### src/rtl/ref_clk_train_ctrl.sv
// rtl/ref_clk_train_ctrl.sv - reference-clock IOD delay-line sweep and edge-finding trainer
module ref_clk_train_ctrl #(
    parameter int MAX_TAPS      = 128,
    parameter int SETTLE_CYCLES = 4,
    parameter int SAMPLE_COUNT  = 8
) (
    input  logic       FAB_CLK,
    input  logic       RESET,
    input  logic       TRAIN_START,
    input  logic [7:0] RX_DATA,
    input  logic       EYE_MONITOR_EARLY,
    input  logic       EYE_MONITOR_LATE,
    input  logic       DELAY_LINE_OUT_OF_RANGE,
    output logic       DELAY_LINE_LOAD,
    output logic       DELAY_LINE_MOVE,
    output logic       DELAY_LINE_DIRECTION,
    output logic       EYE_MONITOR_CLEAR_FLAGS,
    output logic       BUSY,
    output logic       TRAIN_DONE,
    output logic       TRAIN_ERR,
    output logic [7:0] EDGE_TAP
);

    typedef enum logic [3:0] {
        S_IDLE, S_LOAD, S_CLEAR, S_SETTLE, S_SAMPLE, S_EVAL, S_MOVE, S_DONE, S_ERROR
    } state_t;

    localparam logic [7:0] LAST_TAP    = 8'(MAX_TAPS - 1);
    localparam logic [3:0] SETTLE_INIT = 4'(SETTLE_CYCLES - 1);
    localparam logic [3:0] SAMPLE_LAST = 4'(SAMPLE_COUNT - 1);

    state_t     r_state;
    state_t     w_next;
    logic [7:0] r_tap;
    logic [3:0] r_settle;
    logic [3:0] r_samp;
    logic [7:0] r_word;
    logic [7:0] r_ref;
    logic       r_ref_valid;
    logic       r_unstable;
    logic       r_done;
    logic       r_err;
    logic [7:0] r_edge;
    logic       w_edge_found;
    logic       w_at_last_tap;
    logic       w_flags;

    assign w_flags       = EYE_MONITOR_EARLY | EYE_MONITOR_LATE;
    assign w_at_last_tap = (r_tap == LAST_TAP);
    // Once a reference exists, any instability or word change marks the clock edge.
    assign w_edge_found  = r_ref_valid && (r_unstable || (r_word != r_ref));

    always_comb begin
        w_next = r_state;
        case (r_state)
            S_IDLE:   if (TRAIN_START) w_next = S_LOAD;
            S_LOAD:   w_next = S_CLEAR;
            S_CLEAR:  w_next = S_SETTLE;
            S_SETTLE: begin
                if (DELAY_LINE_OUT_OF_RANGE) w_next = S_ERROR;
                else if (r_settle == 4'd0)   w_next = S_SAMPLE;
            end
            S_SAMPLE: begin
                if (DELAY_LINE_OUT_OF_RANGE)   w_next = S_ERROR;
                else if (r_samp == SAMPLE_LAST) w_next = S_EVAL;
            end
            S_EVAL:   w_next = w_edge_found ? S_DONE : S_MOVE;
            S_MOVE:   w_next = w_at_last_tap ? S_ERROR : S_CLEAR;
            S_DONE:   w_next = S_IDLE;
            S_ERROR:  w_next = S_IDLE;
            default:  w_next = S_IDLE;
        endcase
    end

    always_ff @(posedge FAB_CLK) begin
        if (RESET) begin
            r_state     <= S_IDLE;
            r_tap       <= 8'd0;
            r_settle    <= 4'd0;
            r_samp      <= 4'd0;
            r_word      <= 8'd0;
            r_ref       <= 8'd0;
            r_ref_valid <= 1'b0;
            r_unstable  <= 1'b0;
            r_done      <= 1'b0;
            r_err       <= 1'b0;
            r_edge      <= 8'd0;
        end else begin
            r_state <= w_next;
            case (r_state)
                S_IDLE: begin
                    if (TRAIN_START) begin
                        r_done      <= 1'b0;
                        r_err       <= 1'b0;
                        r_edge      <= 8'd0;
                        r_tap       <= 8'd0;
                        r_ref_valid <= 1'b0;
                    end
                end
                S_CLEAR: begin
                    r_settle <= SETTLE_INIT;
                    r_samp   <= 4'd0;
                end
                S_SETTLE: begin
                    if (r_settle != 4'd0) r_settle <= r_settle - 4'd1;
                end
                S_SAMPLE: begin
                    r_samp <= r_samp + 4'd1;
                    if (r_samp == 4'd0) begin
                        r_word     <= RX_DATA;
                        r_unstable <= w_flags;
                    end else if ((RX_DATA != r_word) || w_flags) begin
                        r_unstable <= 1'b1;
                    end
                end
                S_EVAL: begin
                    if (!r_unstable && !r_ref_valid) begin
                        r_ref       <= r_word;
                        r_ref_valid <= 1'b1;
                    end
                    if (w_edge_found) r_edge <= r_tap;
                end
                S_MOVE: begin
                    if (!w_at_last_tap) r_tap <= r_tap + 8'd1;
                end
                default: ;
            endcase
            if (w_next == S_DONE)  r_done <= 1'b1;
            if (w_next == S_ERROR) r_err  <= 1'b1;
        end
    end

    assign DELAY_LINE_LOAD         = (r_state == S_LOAD);
    assign DELAY_LINE_MOVE         = (r_state == S_MOVE) && !w_at_last_tap;
    assign EYE_MONITOR_CLEAR_FLAGS = (r_state == S_CLEAR);
    assign BUSY                    = (r_state == S_LOAD)   || (r_state == S_CLEAR) ||
                                     (r_state == S_SETTLE) || (r_state == S_SAMPLE) ||
                                     (r_state == S_EVAL)   || (r_state == S_MOVE);
    assign DELAY_LINE_DIRECTION    = BUSY;
    assign TRAIN_DONE              = r_done;
    assign TRAIN_ERR               = r_err;
    assign EDGE_TAP                = r_edge;

endmodule

### config.mk
export PLATFORM = sky130hd
export DESIGN_NAME = ref_clk_train_ctrl
export DESIGN_NICKNAME = d
export VERILOG_FILES = /design/src/rtl/ref_clk_train_ctrl.sv
export SDC_FILE = /design/constraint.sdc
export NUM_CORES = 1
export LEC_CHECK = 0
export CAP_MARGIN = 20
export CORE_UTILIZATION = 50
export DETAILED_ROUTE_END_ITERATION = 10
export PLACE_DENSITY = 0.73
export SLEW_MARGIN = 20
export SYNTH_ARGS = -nofsm -noshare
export SYNTH_HDL_FRONTEND = slang
export SYNTH_SLANG_ARGS = --single-unit
### constraint.sdc
create_clock -name FAB_CLK -period 1.95 [get_ports FAB_CLK]
set_input_delay 0.195 -clock FAB_CLK [delete_from_list [all_inputs] [get_ports FAB_CLK]]
set_output_delay 0.195 -clock FAB_CLK [all_outputs]
set_load 0.01 [all_outputs]
==> impl_results.md, run 1 <==
- Initial DRC Count: 126
- Top-count cell post-synth: dfxtp_1
- Largest cells by area after synthesis: dfxtp_1, mux2i_1, nand2_1, nor2_1, xor2_1
- Antenna cells: 0
- Synth warn: 0
- Layout cell share with drive strength beyond 1: a little under an eighth
- TritonCTS Sinks: 48
- RSZ-0062 raised after global routing: false
- Hold path endpoint: TRAIN_ERR$_SDFFE_PP0P_
- Final setup vio count: 0
- Setup TNS: 0 ps
- Hold Fails Final Rpt: 0
- Most used routing layer: met2
- Nets: around 320
- Met3 usage in global routing: between 3 and 4%
- Multi-input gate area: between 0.001 and 0.0015 mm²
- Worst Tran Pin Value: roughly 720 ps
- Placer Congestion: roughly 0.8
- Setup Skew: 8.01 ps
- Clk pin slew, worst setup/hold paths: 90 ps
- Post-CTS Hold Buffers: 0
- Detailed Route WL: approximately 4600 µm
- H-tree depth: 2
- Worst r2r path cells: 6
- Sequential share of power: between 50% and 60%
- Ys async rst share: 0%
- Combinational fraction of design power: a little over an eighth
- Share of the synthesized area in the top cell type: 40.8%
- Commonest cells in the synthesized netlist: dfxtp_1, mux2i_1, nand2_1
- Vias: around 1900
- CP max FO: 5
- P_int: ~0.0014 W
- Seq/Total Area, Yosys: about two fifths
- Largest net degree at the start of global routing: 32
- Reg2Reg Capture Point: r_state[0]$_SDFF_PP0_
- Site Rows: 24
- Syn Area/Cell: ~9.0 µm²
- Initial antenna violation count: 0
- Worst Path Arrival: around 1700 ps
- HP Class: reg2reg
- Period utilization: between 90% and 100%
- IO Pins: 29
- PD cells: 659 mW/mm²
- Vias/cell: between 5 and 6
- LEAKAGE: 1.26 nW
- Register Area: 966 µm²
- CP endpoint kind: primary output
- Post-synth EDFFs: 0
- CTS tree: built
- Area leader, netlist: dfxtp_1
- Clock power share: 32.7%
- HP Start: TRAIN_ERR$_SDFFE_PP0P_
- Crit start category: flop
- Fmax: 540 MHz
- R2R setup slack: roughly 200 ps
- Router iterations before antenna repair: 4
- Max-slew violation count: 0
- Global Route Usage Sum: approximately 20%
- Gate Count Post-Synth: 262
- Final WS setup: ~100 ps
- Sw Share: about a quarter
- Die Y: 70.6 µm
- ANT nets after route: 0
- Floorplan die width: slightly above 70 µm
- First-pass GRT wire length: 7700 µm
- Minimum clock period: between 1500 and 2000 ps
- Yosys cell types: 46
- Initial Util: 53.0%
- Root Buffer: clkbuf_8
- Residual DRC: 0
- Clk_lat worst skew: about 300 ps
- CTS buffer count: 5
- GR Util met1: 26.1%
- Dpl ws: -77.6 ps
- Core Region: roughly 0.0044 mm²
- Post-DP HPWL: 3350 µm
- Status: finished, final reports clean
- Area Growth Syn to Fin: 20.6%
- Mapped Nets: roughly 280
- Type of the worst setup path: reg2out
- Worst Path Required: 1750 ps
- Clk buf depth: 2
- Wirelength per Cell: ~13 µm
- Max-cap violations: 0
- Slew HR: between 50% and 60%
- I/O Buffers: 28
- Synthesized area: approximately 0.0024 mm²
- Max VDD drop: ~0.00053 V
- Fillcell total: 392
- GRT Residual Overflow: 0
- Post-synth top flop: dfxtp_1
- Met2 Resource Use GR: 31.9%
- Sw Pwr: 0.000465 W
- Total die area: roughly 0.005 mm²
- #FFs+latches synth: 48
- Vias in the first global route: approximately 1700
- Worst flop-to-flop path startpoint: r_settle[0]$_SDFFE_PP0P_
- Worst hold path depth: 2
critical path: stages (launching register included):
cell and delay (ps):
dfxtp_2 370, ha_1 180, nand2_1 130, o31ai_4 290
inv_2 90, dlygate4sd2_1 290
placed cells by master, fill, tap and decap left out, types with 3 or more instances in the layout:
| cell type | netlist | final |
|---|---|---|
| nand2b_1 | 6 | 6 |
| clkbuf_8 | 0 | 6 |
| dfxtp_2 | 0 | 4 |
| nor2_1 | 26 | 26 |
| nand2_1 | 27 | 27 |
| xnor2_1 | 7 | 7 |
| a21oi_1 | 17 | 16 |
| inv_1 | 7 | 7 |
| xor2_1 | 11 | 11 |
| ha_1 | 5 | 5 |
| a211oi_1 | 4 | 4 |
| a31oi_1 | 3 | 3 |
| o21ai_0 | 3 | 3 |
| nand3_1 | 11 | 11 |
| clkdlybuf4s50_1 | 0 | 24 |
| dfxtp_1 | 48 | 44 |
| nor3_1 | 11 | 11 |
| buf_4 | 1 | 13 |
| dlymetal6s2s_1 | 0 | 3 |
| mux2i_1 | 28 | 28 |
stage by stage:
stage | instances | total power [W] | hold slack [ps] | area, µm² | utilization, %
floorplan | 262 | 0.00118 | 339 | 2350 | -
global placement | 340 | 0.00128 | 444 | 2720 | 61.2
detailed placement | 340 | 0.00128 | 449 | 2720 | 61.2
CTS | 349 | 0.00189 | 461 | 2830 | 63.6
global route | 349 | 0.00196 | 489 | 2840 | 63.9
finish | 349 | 0.00187 | 456 | 2840 | 63.9
worst max-delay path by stage:
stage,slack (ps),cells after the start,end,start
after floorplan,280,7,r_state[0]$_SDFF_PP0_,r_settle[0]$_SDFFE_PP0P_
after CTS,10,3,EYE_MONITOR_CLEAR_FLAGS,r_state[0]$_SDFF_PP0_
after detailed placement,-80,4,EDGE_TAP[3]$_SDFFE_PP0P_,TRAIN_START
after global routing,20,5,DELAY_LINE_MOVE,r_tap[0]$_SDFFE_PP0P_
after global placement,30,4,r_tap[2]$_SDFFE_PP0P_,TRAIN_START
final,100,5,DELAY_LINE_MOVE,r_tap[0]$_SDFFE_PP0P_
power groups by stage:
| stage | registers [W] | logic [W] | clock network [W] |
|---|---|---|---|
| 5_1_grt | 0.00101 | 0.000271 | 0.000674 |
| 2_1_floorplan | 0.00102 | 0.000157 | 0 |
| 6_report | 0.00101 | 0.000248 | 0.000611 |
| 4_1_cts | 0.00101 | 0.000251 | 0.000629 |
| 3_5_place_dp | 0.00103 | 0.000250 | 0 |
| 3_3_place_gp | 0.00103 | 0.000245 | 0 |
kinds of logic (layout without fill, tap and decap cells):
logic type	count (synthesis)	in the layout	synth area share (%)
AND/OR/NAND/NOR	101	101	22.3
flip-flops	48	48	40.8
AO/OA/AOI/OAI	39	39	11.3
multiplexers	28	28	11.9
buffers and inverters	23	58	4.31
XOR/XNOR	18	18	6.70
adder cells (fa/ha/maj)	5	5	2.66
metal layers:
| metal | vias up | part of all wire [%] |
|---|---|---|
| met3 | 6 | 3.7 |
| li1 | 980 | - |
| met4 | 0 | 1.4 |
| met2 | 37 | 46 |
| met1 | 890 | 49 |
| met5 | - | 0 |
what timing repair did:
| action | 4_1_cts | 5_1_grt |
|---|---|---|
| setup buffers | 1 | 0 |
| pin swaps | 1 | 0 |
| endpoints found under the setup margin | 8 | 3 |
| resized for setup | 5 | 3 |
registers in the layout, summed over array words and instances (netlist names):
name         cells
r_state          4
r_unstable       1
r_samp           4
EDGE_TAP         8
r_ref            8
TRAIN_DONE       1
r_word           8
r_ref_valid      1
TRAIN_ERR        1
r_tap            8
r_settle         4
cell type report:
type | count | share of cell area [%]
Multi-Input combinational cell | 191 | 45.6
Sequential cell | 48 | 34.0
Clock inverter | 1 | 0.265
Timing Repair Buffer | 41 | 13.5
Clock buffer | 7 | 3.04
Tap cell | 52 | 2.29
Inverter | 9 | 1.19
Note: power is estimated with default switching activity, not from simulation.
==> inputs of run 2 (changes only) <==
CELL_PAD_IN_SITES_DETAIL_PLACEMENT = 2   (was unset)
CELL_PAD_IN_SITES_GLOBAL_PLACEMENT = 2   (was unset)
CORE_UTILIZATION = 34   (was 50)
PLACE_DENSITY = unset   (was 0.73)
PLACE_DENSITY_LB_ADDON = 0.1   (was unset)
==> run 2 against run 1 <==
Sequential power about the same. Combinational power about the same. Largest cell class unchanged. Total power decreased by 0.12%. Critical path type unchanged. Highest routed layer unchanged.
==> impl_results.md, run 2 (synthesis gave the netlist of run 1 again) <==
- Worst Tran Pin Value: ~520 ps
- Core Region: about 0.0065 mm²
- Largest stage delay, worst path: between 500 and 600 ps
- Total die area: about 0.0073 mm²
- R2R setup slack: ~160 ps
- CTS tree: built
- Fmax: roughly 540 MHz
- Setup TNS: 0 ps
- CP max FO: 10
- Max-slew violation count: 0
- Final non-filler cell total: about 380
- Post-CTS Hold Buffers: 0
- Worst Path Required: about 1800 ps
- Floorplan die width: approximately 85 µm
- Critical path's slowest cell: clkdlybuf4s50_1
- LEAKAGE: 1.23 nW
- Layout cell share with drive strength beyond 1: between 10% and 20%
- H-tree depth: 2
- IO Pins: 29
- Die Y: around 85 µm
- HP Class: reg2reg
- Sw Pwr: between 0.0004 and 0.0005 W
- Residual DRC: 0
- Placer Congestion: 0.806
- Power Total: about 0.0019 W
- Combinational fraction of design power: 13.2%
- P_int: 0.00137 W
- Clk_lat worst skew: ~310 ps
- ANT nets after route: 0
- Wirelength per Cell: between 15 and 20 µm
- Detailed Route WL: about 6200 µm
- CP endpoint kind: primary output
- Type of the worst setup path: reg2out
- Initial DRC Count: 55
- Max-cap violations: 0
- Vias/cell: 5.31
- Vias in the first global route: between 2000 and 2500
- Router iterations before antenna repair: 4
- GRT Residual Overflow: 0
- Largest net degree at the start of global routing: 18
- Period utilization: a little over nine tenths
- Clk pin slew, worst setup/hold paths: 90 ps
- First-pass GRT wire length: roughly 10000 µm
- Max VDD drop: 0.000235 V
- Minimum clock period: ~1900 ps
- I/O Buffers: 28
- Worst r2r path cells: 6
- Sequential share of power: between 50% and 60%
- Clock power share: ~32%
- Hold path endpoint: EDGE_TAP[6]$_SDFFE_PP0P_
- Post-DP HPWL: ~4600 µm
- Commonest cells after routing, fill and taps aside: dfxtp_1, mux2i_1, nand2_1, nor2_1, clkdlybuf4s50_1
- Nets: approximately 320
- Initial antenna violation count: 0
- Setup Skew: 9.49 ps
- Worst hold path depth: 2
- Commonest non-fill, non-tap cell in the layout: dfxtp_1
- Crit start category: flop
- Setup crit start: r_state[3]$_SDFF_PP0_
- Final setup vio count: 0
- PD cells: roughly 650 mW/mm²
- TritonCTS Sinks: 48
- Site Rows: 29
- CP delay by family, top: buffers and inverters
- Slew HR: between 60 and 70%
- Vias: 2002
- Root Buffer: clkbuf_8
- Initial Util: between 30% and 40%
- Status: finished, final reports clean
- Area Growth Syn to Fin: 22.4%
- Reg2Reg Capture Point: r_state[0]$_SDFF_PP0_
- WP buf/inv: 1
- HP Start: EDGE_TAP[6]$_SDFFE_PP0P_
- Clk buf depth: 2
- Antenna cells: 0
- CTS buffer count: 5
- Worst flop-to-flop path startpoint: r_settle[0]$_SDFFE_PP0P_
- Worst Path Arrival: between 1500 and 2000 ps
- RSZ-0062 raised after global routing: false
- Placed insts: 367
- Global Route Usage Sum: between 10% and 20%
- Hold Fails Final Rpt: 0
- Crit path cell chain: nor4b_4 -> clkdlybuf4s50_1
- Sw Share: between 20% and 30%
==> run 2: cell count changes in the layout (fill, tap and decap cells not counted), sizes merged <==
cell	change
dlymetal6s2s	-3
clkdlybuf4s50	+1
dlygate4sd2	+2
buf	+3
clkinv	+1
clkinvlp	-1
==> run 2: stage by stage <==
step,utilization (%),setup slack (ps),hold slack [ps],cell area [µm²]
finish,44.1,94.9,463,2880
global placement,42.4,115,441,2770
detailed placement,42.4,63.8,458,2770
floorplan,-,284,339,2350
global route,44.1,2.22,489,2880
CTS,44.1,48.5,470,2880
==> run 2: worst min-delay path, delay by kind of cell, from the launching register on <==
family / cells / cell delay (ps)
DFF: 1 / 320
and+or+nand+nor: 1 / 50
muxes: 1 / 50
==> run 2: layout make-up <==
cell class / count / area, µm²
clock buffers: 7 / 76.3
clock inverters: 1 / 8.76
fillers: 753 / 3650
inverters: 9 / 33.8
multi-input cells: 191 / 1310
flip-flops and latches: 48 / 965
well taps: 77 / 96.3
repair buffers: 44 / 397
==> run 2: worst max-delay path by stage <==
| stage | to | slack [ps] | depth (start not counted) |
|---|---|---|---|
| after global placement | DELAY_LINE_MOVE | 120 | 5 |
| after floorplan | r_state[0]$_SDFF_PP0_ | 280 | 7 |
| final | EYE_MONITOR_CLEAR_FLAGS | 90 | 2 |
| after global routing | DELAY_LINE_LOAD | 2 | 3 |
| after detailed placement | DELAY_LINE_MOVE | 60 | 5 |
| after CTS | EYE_MONITOR_CLEAR_FLAGS | 50 | 2 |
==> run 2: timing repair <==
item	in CTS	in global routing
gates resized for setup	9	0
setup endpoints to repair	4	0
hold endpoints to repair	0	0
buffers inserted	2	0
==> run 2: power by group through the flow <==
stage | sequential, W | combinational (W) | clock (W)
5_1_grt | 0.00103 | 0.000272 | 0.000671
3_5_place_dp | 0.00104 | 0.000251 | 0
2_1_floorplan | 0.00102 | 0.000157 | 0
4_1_cts | 0.00102 | 0.000250 | 0.000628
3_3_place_gp | 0.00104 | 0.000243 | 0
6_report | 0.00102 | 0.000247 | 0.000598
==> run 2: layer usage <==
layer,global-route usage [%],vias up,routed length (µm)
met5,0,-,0
met4,5.55,0,73
met3,3.31,7,137
met2,31.3,23,3000
met1,24.4,986,3010
li1,-,986,-
